==> src/rtl/frame_pkg.sv <==
// Shared definitions for the frame-capture path: FSM encodings, default
// geometry, and the frame-complete vsync level shared by writer and controller.
package frame_pkg;

  localparam int DEF_H_PIXELS = 640;
  localparam int DEF_V_LINES  = 480;
  localparam int DEF_ADDR_W   = 19;

  // Level of pixel_vsync that means "frame written"; the buffer controller
  // imports the same constant so the two ends cannot disagree.
  localparam bit DEF_VSYNC_ACTIVE = 1'b0;

  typedef enum logic [1:0] {
    S_SYNC    = 2'd0,
    S_ARM     = 2'd1,
    S_CAPTURE = 2'd2,
    S_DONE    = 2'd3
  } state_t;

  // Bits needed to hold the values 0..max_val inclusive.
  function automatic int cnt_width(input int max_val);
    return (max_val < 2) ? 1 : $clog2(max_val + 1);
  endfunction

endpackage

==> src/rtl/cam_pixel_writer_if.sv <==
// Camera byte stream in, frame-buffer write port out.
//
// Handshake: the camera side has no backpressure; a byte is consumed on every
// clk edge where cam_href=1. On the write side mem_wren is a valid-only strobe:
// mem_addr/mem_data are meaningful exactly in cycles where mem_wren=1, there is
// no ready, and the frame buffer must accept every strobed word.
interface cam_pixel_writer_if
  import frame_pkg::*;
#(
  parameter int ADDR_W = DEF_ADDR_W
);

  logic              cam_vsync;
  logic              cam_href;
  logic [7:0]        cam_data;
  logic [ADDR_W-1:0] mem_addr;
  logic [15:0]       mem_data;
  logic              mem_wren;

  // master: the pixel writer (consumes camera bytes, drives the write port)
  modport master (
    input  cam_vsync, cam_href, cam_data,
    output mem_addr, mem_data, mem_wren
  );

  // slave: camera source plus frame-buffer write port
  modport slave (
    output cam_vsync, cam_href, cam_data,
    input  mem_addr, mem_data, mem_wren
  );

endinterface

==> src/rtl/byte_pair_packer.sv <==
// Packs consecutive camera bytes into 16-bit {first, second} words and emits a
// one-cycle write strobe one cycle after the second byte is sampled.
module byte_pair_packer (
  input  logic        clk,
  input  logic        reset,
  input  logic        clear,       // line end / frame start: drop any odd byte
  input  logic        byte_valid,
  input  logic [7:0]  byte_in,
  input  logic        write_ok,    // owner allows this completed pair to be written
  output logic        pair_done,   // second byte of a pair sampled this cycle
  output logic [15:0] mem_data,
  output logic        mem_wren
);

  logic       phase_q;
  logic [7:0] hi_byte_q;

  assign pair_done = byte_valid & phase_q & ~clear;

  // Phase toggle, first-byte latch and registered word/strobe.
  always_ff @(posedge clk or negedge reset) begin
    if (!reset) begin
      phase_q   <= 1'b0;
      hi_byte_q <= 8'd0;
      mem_data  <= 16'd0;
      mem_wren  <= 1'b0;
    end else begin
      mem_wren <= 1'b0;
      if (clear) begin
        phase_q <= 1'b0;
      end else if (byte_valid) begin
        if (!phase_q) begin
          hi_byte_q <= byte_in;
          phase_q   <= 1'b1;
        end else begin
          phase_q <= 1'b0;
          if (write_ok) begin
            mem_data <= {hi_byte_q, byte_in};
            mem_wren <= 1'b1;
          end
        end
      end
    end
  end

endmodule

==> src/rtl/cam_pixel_writer.sv <==
// Captures exactly one RGB565 camera frame after reset into the frame buffer,
// then parks in S_DONE and signals completion on pixel_vsync.
module cam_pixel_writer
  import frame_pkg::*;
#(
  parameter int H_PIXELS     = DEF_H_PIXELS,
  parameter int V_LINES      = DEF_V_LINES,
  parameter int ADDR_W       = DEF_ADDR_W,
  parameter bit VSYNC_ACTIVE = DEF_VSYNC_ACTIVE,
  parameter bit CAM_VS_POL   = 1'b1
) (
  input  logic               clk,
  input  logic               reset,
  cam_pixel_writer_if.master bus,
  output logic               pixel_vsync,
  output logic               frame_done,
  output logic               err_short,
  output logic               err_overflow,
  output state_t             state_dbg
);

  localparam int PW  = cnt_width(H_PIXELS);
  localparam int LW  = cnt_width(V_LINES);
  // One extra bit so the address counter can represent "frame full".
  localparam int WAW = ADDR_W + 1;

  localparam logic [PW-1:0]  PIX_MAX     = PW'(H_PIXELS);
  localparam logic [LW-1:0]  LINE_LAST   = LW'(V_LINES - 1);
  localparam logic [WAW-1:0] FRAME_WORDS = WAW'(H_PIXELS * V_LINES);

  state_t            state_q, state_d;
  logic              set_short;
  logic              href_q;
  logic [PW-1:0]     pixel_cnt;
  logic [LW-1:0]     line_cnt;
  logic [WAW-1:0]    word_addr;
  logic [ADDR_W-1:0] addr_q;

  logic              vs_active, in_capture, start_capture;
  logic              line_end, frame_complete;
  logic              byte_valid, write_ok, pair_done;
  logic [15:0]       pk_data;
  logic              pk_wren;

  assign vs_active      = (bus.cam_vsync == CAM_VS_POL);
  assign in_capture     = (state_q == S_CAPTURE);
  assign start_capture  = (state_q == S_ARM) && !vs_active;
  assign line_end       = in_capture && href_q && !bus.cam_href;
  assign frame_complete = line_end && (line_cnt == LINE_LAST);
  // Bytes arriving while the frame is being aborted by vsync are not packed.
  assign byte_valid     = in_capture && bus.cam_href && !vs_active;
  assign write_ok       = (pixel_cnt != PIX_MAX) && (word_addr != FRAME_WORDS);

  byte_pair_packer u_packer (
    .clk        (clk),
    .reset      (reset),
    .clear      (start_capture | line_end),
    .byte_valid (byte_valid),
    .byte_in    (bus.cam_data),
    .write_ok   (write_ok),
    .pair_done  (pair_done),
    .mem_data   (pk_data),
    .mem_wren   (pk_wren)
  );

  assign bus.mem_data = pk_data;
  assign bus.mem_wren = pk_wren;
  assign bus.mem_addr = addr_q;

  assign pixel_vsync  = (state_q == S_DONE) ? VSYNC_ACTIVE : ~VSYNC_ACTIVE;
  assign frame_done   = (state_q == S_DONE);
  assign state_dbg    = state_q;

  // FSM state register.
  always_ff @(posedge clk or negedge reset) begin
    if (!reset) state_q <= S_SYNC;
    else        state_q <= state_d;
  end

  // Next-state: sync to a full frame, capture, then stay done until reset.
  always_comb begin
    state_d   = state_q;
    set_short = 1'b0;
    case (state_q)
      S_SYNC:    if (vs_active)  state_d = S_ARM;
      S_ARM:     if (!vs_active) state_d = S_CAPTURE;
      S_CAPTURE: begin
        // Completion is checked first so a last line ending together with
        // vsync is still a good frame.
        if (frame_complete) begin
          state_d = S_DONE;
        end else if (vs_active) begin
          state_d   = S_DONE;
          set_short = 1'b1;
        end
      end
      S_DONE:    state_d = S_DONE;
      default:   state_d = S_SYNC;
    endcase
  end

  // Line/pixel/address counters, write address register and sticky errors.
  always_ff @(posedge clk or negedge reset) begin
    if (!reset) begin
      href_q       <= 1'b0;
      pixel_cnt    <= '0;
      line_cnt     <= '0;
      word_addr    <= '0;
      addr_q       <= '0;
      err_short    <= 1'b0;
      err_overflow <= 1'b0;
    end else begin
      // Masked outside capture so a line in progress at frame start is not
      // seen as a line end on the first capture cycle.
      href_q <= in_capture && bus.cam_href;
      if (set_short) err_short <= 1'b1;
      if (start_capture) begin
        pixel_cnt <= '0;
        line_cnt  <= '0;
        word_addr <= '0;
        addr_q    <= '0;
      end else if (in_capture) begin
        if (line_end) begin
          line_cnt  <= line_cnt + LW'(1);
          pixel_cnt <= '0;
        end
        if (pair_done) begin
          if (write_ok) begin
            addr_q    <= word_addr[ADDR_W-1:0];
            word_addr <= word_addr + WAW'(1);
            pixel_cnt <= pixel_cnt + PW'(1);
          end else begin
            err_overflow <= 1'b1;
          end
        end
      end
    end
  end

endmodule

==> src/flat_wrapper.sv <==
// flat-port wrapper written by rule: the top's interface ports become plain ports
module cam_pixel_writer_flat import frame_pkg::*;
#(
  parameter int H_PIXELS     = DEF_H_PIXELS,
  parameter int V_LINES      = DEF_V_LINES,
  parameter int ADDR_W       = DEF_ADDR_W,
  parameter bit VSYNC_ACTIVE = DEF_VSYNC_ACTIVE,
  parameter bit CAM_VS_POL   = 1'b1
)
  (clk, reset, pixel_vsync, frame_done, err_short, err_overflow, state_dbg, bus_cam_vsync, bus_cam_href, bus_cam_data, bus_mem_addr, bus_mem_data, bus_mem_wren);
  cam_pixel_writer_if #(.ADDR_W(ADDR_W)) bus_i ();
  input  logic clk;
  input  logic reset;
  output logic pixel_vsync;
  output logic frame_done;
  output logic err_short;
  output logic err_overflow;
  output state_t state_dbg;
  input wire logic [$bits(bus_i.cam_vsync)-1:0] bus_cam_vsync;
  input wire logic [$bits(bus_i.cam_href)-1:0] bus_cam_href;
  input wire logic [$bits(bus_i.cam_data)-1:0] bus_cam_data;
  output wire logic [$bits(bus_i.mem_addr)-1:0] bus_mem_addr;
  output wire logic [$bits(bus_i.mem_data)-1:0] bus_mem_data;
  output wire logic [$bits(bus_i.mem_wren)-1:0] bus_mem_wren;
  assign bus_i.cam_vsync = bus_cam_vsync;
  assign bus_i.cam_href = bus_cam_href;
  assign bus_i.cam_data = bus_cam_data;
  assign bus_mem_addr = bus_i.mem_addr;
  assign bus_mem_data = bus_i.mem_data;
  assign bus_mem_wren = bus_i.mem_wren;
  cam_pixel_writer #(.H_PIXELS(H_PIXELS), .V_LINES(V_LINES), .ADDR_W(ADDR_W), .VSYNC_ACTIVE(VSYNC_ACTIVE), .CAM_VS_POL(CAM_VS_POL)) u_core (.clk(clk), .reset(reset), .bus(bus_i), .pixel_vsync(pixel_vsync), .frame_done(frame_done), .err_short(err_short), .err_overflow(err_overflow), .state_dbg(state_dbg));
endmodule
==> config.mk <==
export PLATFORM = sky130hd
export DESIGN_NAME = cam_pixel_writer_flat
export DESIGN_NICKNAME = d
export VERILOG_FILES = /design/src/rtl/frame_pkg.sv /design/src/rtl/cam_pixel_writer_if.sv /design/src/rtl/byte_pair_packer.sv /design/src/rtl/cam_pixel_writer.sv /design/src/flat_wrapper.sv
export SDC_FILE = /design/constraint.sdc
export NUM_CORES = 1
export LEC_CHECK = 0
export ABC_AREA = 1
export BUFFER_PORTS_ARGS = -buffer_cell sky130_fd_sc_hd__buf_2
export CORE_MARGIN = 4
export CORE_UTILIZATION = 40
export CTS_CLUSTER_SIZE = 20
export DETAILED_ROUTE_END_ITERATION = 7
export GPL_TIMING_DRIVEN = 0
export PLACE_DENSITY_LB_ADDON = 0.25
export SETUP_SLACK_MARGIN = 0.05
export SYNTH_ARGS = -nofsm -noshare
export SYNTH_HDL_FRONTEND = slang
export SYNTH_SLANG_ARGS = --single-unit
==> constraint.sdc <==
create_clock -name clk -period 3.78 [get_ports clk]
set_clock_uncertainty 0.1 [all_clocks]
set_input_delay 0.567 -clock clk [delete_from_list [all_inputs] [get_ports clk]]
set_output_delay 0.567 -clock clk [all_outputs]
set_load 0.1 [all_outputs]
# [Word-level counts from Yosys, hierarchy flattened]
# Cells that the tools add are included.
[totals] reg_bits=89 input_bits=12 output_inout_bits=42 word_cells=84
[classes] add_sub_neg=3 n_eq_ne=9 mux=32 bitwise=7 n_reduce_logical=21
[ops] operator="two-way mux 20 bit" count=4
[ops] operator="two-way mux 19 bit" count=4
[ops] operator="two-way mux 10 bit" count=5
[ops] operator="two-way mux 9 bit" count=3
[ops] operator="adder 20 x 1 -> 20 bit (second input constant)" count=1
[ops] operator="!= test 20 x 19 -> 1 bit (second input constant)" count=1
[ops] operator="two-way mux 1 bit" count=11
[ops] operator="adder 10 x 1 -> 10 bit (second input constant)" count=1
[ops] operator="!= test 10 bit (second input constant)" count=1
[ops] operator="nonzero test 2 bit" count=5
[ops] operator="adder 9 x 1 -> 9 bit (second input constant)" count=1
[ops] operator="equality test 9 bit (second input constant)" count=1
[ops] operator="AND reduction 3 bit" count=3
[ops] operator="two-way mux 2 bit" count=4
[ops] operator="one-hot mux 2 bit (4 select lines)" count=1
[ops] operator="AND reduction 4 bit" count=2
[ops] operator="logical AND 1 bit" count=7
[ops] operator="equality test 2 bit (second input constant)" count=2
[ops] operator="!= test 2 bit (second input constant)" count=2
[ops] operator="inverter 1 bit" count=4
[ops] operator="!= test 3 bit (second input constant)" count=1
[ops] operator="AND 1 bit" count=2
[ops] operator="equality test 2 x 1 -> 1 bit (second input constant)" count=1
[ops] operator="zero test 1 bit" count=2
[ops] operator="3 further kinds" count=3

# [Depth between registers and ports, before layout]
[depth] word_depth=9 mapped_depth=12 mapped_depth_nobuf=11

# [Hierarchy]
# From an unflattened synthesis, not the netlist that was laid out.
[hier_totals] hier_cells=595 area_unflattened_um2=4753.3
[modules_own_cells] module="cam_pixel_writer" n_inst=1 cells_each=482 area_per_inst_um2=3698.5 seq_area_each_um2=1576.5
[modules_own_cells] module="byte_pair_packer" n_inst=1 cells_each=113 area_per_inst_um2=1054.8 seq_area_each_um2=650.6

# [Worst setup path after synthesis]
# Ideal clock, no wire load.
[synth_path] kind="reg2out" from="reg u_core.state_q[1], in the netlist u_core.state_dbg[1]" to="out frame_done" arrival_time_ns=2.706 required_time_ns=3.113 slack_ns=0.407 path_stages_with_launch=3 n_path_buf=0 path_cell_list="dfrtp_1 > nand2_1 > inv_1"
[synth_between] elab_chain_len=1
[synth_lines] element="start: declaration" line_no="cam_pixel_writer.sv:31" source="state_t state_q, state_d;"
[synth_lines] element="start signal: assignment" line_no="cam_pixel_writer.sv:77" source="else state_q <= state_d;"
[synth_lines] element="equality test 2 bit" line_no="cam_pixel_writer.sv:71" source="assign frame_done = (state_q == S_DONE);"
[synth_lines] element="end: declaration" line_no="flat_wrapper.sv:15" source="output logic frame_done;"
# No other way between the ends.

# [Worst setup path in the final report]
[layout_path] from="reg u_core.pixel_cnt[0]" to="reg u_core.pixel_cnt[1]"
[layout_between] elab_chain_len=6 elab_cells_between_ends=7 classes_between="1 x add/sub; 1 x eq/ne; 4 x mux; 1 x reduce/logical"
[layout_lines] element="start: declaration" line_no="cam_pixel_writer.sv:34" source="logic [PW-1:0] pixel_cnt;"
[layout_lines] element="start signal: assignment" line_no="cam_pixel_writer.sv:131" source="pixel_cnt <= pixel_cnt + PW'(1);"
[layout_lines] element="branches (longest 2 deep; another with adder 10 x 1 -> 10 bit)"
[layout_lines] element="two-way mux 10 bit (*)" line_no="cam_pixel_writer.sv:128" source="if (write_ok) begin"
[layout_lines] element="two-way mux 10 bit (*)" line_no="cam_pixel_writer.sv:127" source="if (pair_done) begin"
[layout_lines] element="two-way mux 10 bit (*)" line_no="cam_pixel_writer.sv:122" source="end else if (in_capture) begin"
[layout_lines] element="two-way mux 10 bit (*)" line_no="cam_pixel_writer.sv:117" source="if (start_capture) begin"
# Mark *: on every way between the ends. The select of a mux whose other input is x is not followed.
# A chain may end at the register's enable or synchronous reset.

==> results.cfg <==
[layout]
antenna_cells = 0
areaGrowthSynthToFinish_pct = 16.08
fin_nets = 689
fin_cells = 820
drive_above_1_share_pct = 16.40

[synthesis]
synth_top_area_share_pct = 47.80
syn_area_mm2 = 0.004659
synthCells = 607
ys_top_cells_by_count = nand2_1, dfrtp_1, nor2_1
synthArstFlopShare_pct = 100.0
yosys_warnings = 0
synth_edf_count = 0
synth.avg_cell_area_um2 = 7.676
netlist_top_cells_area = dfrtp_1, nand2_1, nor2_1
seq_area_frac_synth_pct = 47.80
yosys.area.top_type = dfrtp_1
ys_ff_latch = 89
yosysMostFrequentCell = nand2_1
syn_nets = 624
synth_flop_cell = dfrtp_1
synth_cell_types = 34

[route]
viasPerCell = 4.957
route.detailed.drc = 0
wl_per_cell_um = 13.91
drt_iter0_markers = 272
postRouteWirelength_mm = 11.40
drtPass1Iterations = 4
ant_nets = 0
num_vias = 4065

[critical_path]
crit_fanout = 8
crit_arrival_ns = 2.26
cp-end-kind = register
cp_slowest_cell = dfrtp_1
cpPeakStageDelay_ns = 0.44
required_ns = 3.89
worst_setup_path_start_kind = register
crit_family = simple AND/OR/NAND/NOR gates
cp_cell_sequence = inv_1, ha_1, nor3b_1, nand4_1, nand2_1, nand2_1, nand2_1, nand2_1, nand2_1, nor2_1
crit_buf_inv = 1
cpMostUsedCell = nand2_1
critical_path_class = register to register

[sta]
finalSetupViolations = 0
tightest_slew_ns = 0.5461
rsz0062_at_grt = no
fin_crit_sh_pct = 56.73
max_freq_mhz = 466.3
maxSlewViolCount = 0
hold_violations = 0
final.setup.tns_ns = 0
layout_min_cycle_time_ns = 2.144
slew_headroom_pct = 63.59

[clocking]
clk_pin_slew_worst_paths_ns = 0.06
htree_levels = 3
cts_tree = built
cts_resized = 0
clockRootBuffer = clkbuf_16
numCtsBuffers = 9
clkLatencyLatePin_ns = 0.35
post_cts_buffers = 0
ctsHoldBuffers = 0
cts.sinks = 89
clockBufferDepth = 2

[floorplan]
initial_core_util_pct = 40.81
die_w_um = 115.9
die-area_mm2 = 0.01344
core_mm2 = 0.01142
io_pins = 54
die_h_um = 115.9
std_cell_rows = 39

[place]
hpwl_mm = 8.332
dpl.cell_count = 804
place.gp.congestion = 0.9180
io_buffers = 53

[power_and_ir_drop]
power-per-cell-area_mw_per_mm2 = 364.7
p_leak_uw = 0.002823
vdd_ir_drop_max_uv = 260.6

[global_routing]
grt_max_degree = 60
grt_pass1_wl_mm = 19.55
antenna_found_initial = 0
grt_use_total_pct = 18.73
grt_pass1_vias = 4008
grt_overflow_total = 0

[run_status]
status = complete, no violations

[run]
drv_cap = 0

[worst_hold_path]
min_path_type = input port to async pin
## metal layers
metal | up-vias | GRT usage [%] | share of wire (%)
met2 | 86 | 31.34 | 48
met4 | 0 | 6.574 | 2.0
met3 | 21 | 5.953 | 6.5
li1 | 2050 | - | -
met1 | 1908 | 22.82 | 43
met5 | - | 0 | 0
## through the flow
stage	area [µm²]	hold WS, ns	power, µW	util [%]	worst slack (ns)
2_1_floorplan	4659	0.1714	1105	-	0.4071
3_3_place_gp	5104	0.3359	1149	44.70	1.207
3_5_place_dp	5134	0.3423	1156	44.96	1.425
4_1_cts	5409	0.06790	2010	47.37	1.639
5_1_grt	5409	0.08307	2067	47.37	1.348
6_report	5409	0.05879	1973	47.37	1.636
## worst paths after layout
kind | startpoint | end | slack [ns] | cells past startpoint
max reg2reg | u_core.pixel_cnt[0]$_DFFE_PN0P_ | u_core.pixel_cnt[1]$_DFFE_PN0P_ | 1.64 | 10
min in group clk | bus_cam_data[6] | u_core.u_packer.mem_data[6]$_DFFE_PN0P_ | 0.33 | 3
min | reset | u_core.bus.mem_addr[16]$_DFFE_PN0P_ | 0.06 | 1
max | u_core.pixel_cnt[0]$_DFFE_PN0P_ | u_core.pixel_cnt[1]$_DFFE_PN0P_ | 1.64 | 10
min reg2reg | u_core.err_overflow$_DFFE_PN0P_ | u_core.err_overflow$_DFFE_PN0P_ | 0.36 | 1
max in group asynchronous | reset | u_core.pixel_cnt[9]$_DFFE_PN0P_ | 2.90 | 2
## sequential cells by signal, indices dropped and copies added (netlist names)
register / count
u_core.word_addr: 20
u_core.bus.mem_addr: 19
u_core.u_packer.mem_data: 16
u_core.pixel_cnt: 10
u_core.line_cnt: 9
u_core.u_packer.hi_byte_q: 8
u_core.state_dbg: 2
u_core.err_overflow: 1
u_core.err_short: 1
u_core.href_q: 1
u_core.u_packer.mem_wren: 1
u_core.u_packer.phase_q: 1
## cells by family (layout without fill, tap and decap cells)
kind of cell / count (synthesis) / after routing / share of synthesized area [%]
AO/OA/AOI/OAI: 67 / 67 / 8.163
XOR/XNOR: 12 / 12 / 2.256
adder cells (fa/ha/maj): 5 / 5 / 1.343
buffers and inverters: 74 / 144 / 7.223
flip-flops: 89 / 89 / 47.80
multiplexers: 5 / 5 / 1.208
AND/OR/NAND/NOR: 355 / 355 / 32.01
## report_power, final
| part | internal [µW] | leakage, µW | switching (µW) |
|---|---|---|---|
| clock | 464 | 0.000129 | 372 |
| sequential | 974 | 0.00113 | 17.7 |
| combinational | 37.9 | 0.00156 | 107 |
## final cells by class
type | instances | area [µm²]
Fill cell | 1193 | 6010
Inverter | 58 | 230.2
Buffer | 16 | 106.4
Clock inverter | 4 | 28.78
Tap cell | 143 | 178.9
Clock buffer | 12 | 246.5
Sequential cell | 89 | 2227
Multi-Input combinational cell | 444 | 2096
Timing Repair Buffer | 54 | 295.3
## layout by cell type (no fill, tap or decap), types with 6 or more instances in the layout
master,synthesis,routed
clkbuf_1,4,6
nor2_1,64,64
buf_2,7,59
o21ai_0,37,37
inv_1,52,52
xor2_1,11,11
dfrtp_1,89,89
o21ai_1,8,8
nand4_1,10,10
nand3_1,39,39
a21oi_1,9,9
clkbuf_16,0,9
o21ai_2,10,10
nand2_1,220,220
nor3_1,10,10
No activity file was read; power rests on OpenSTA's default activity.
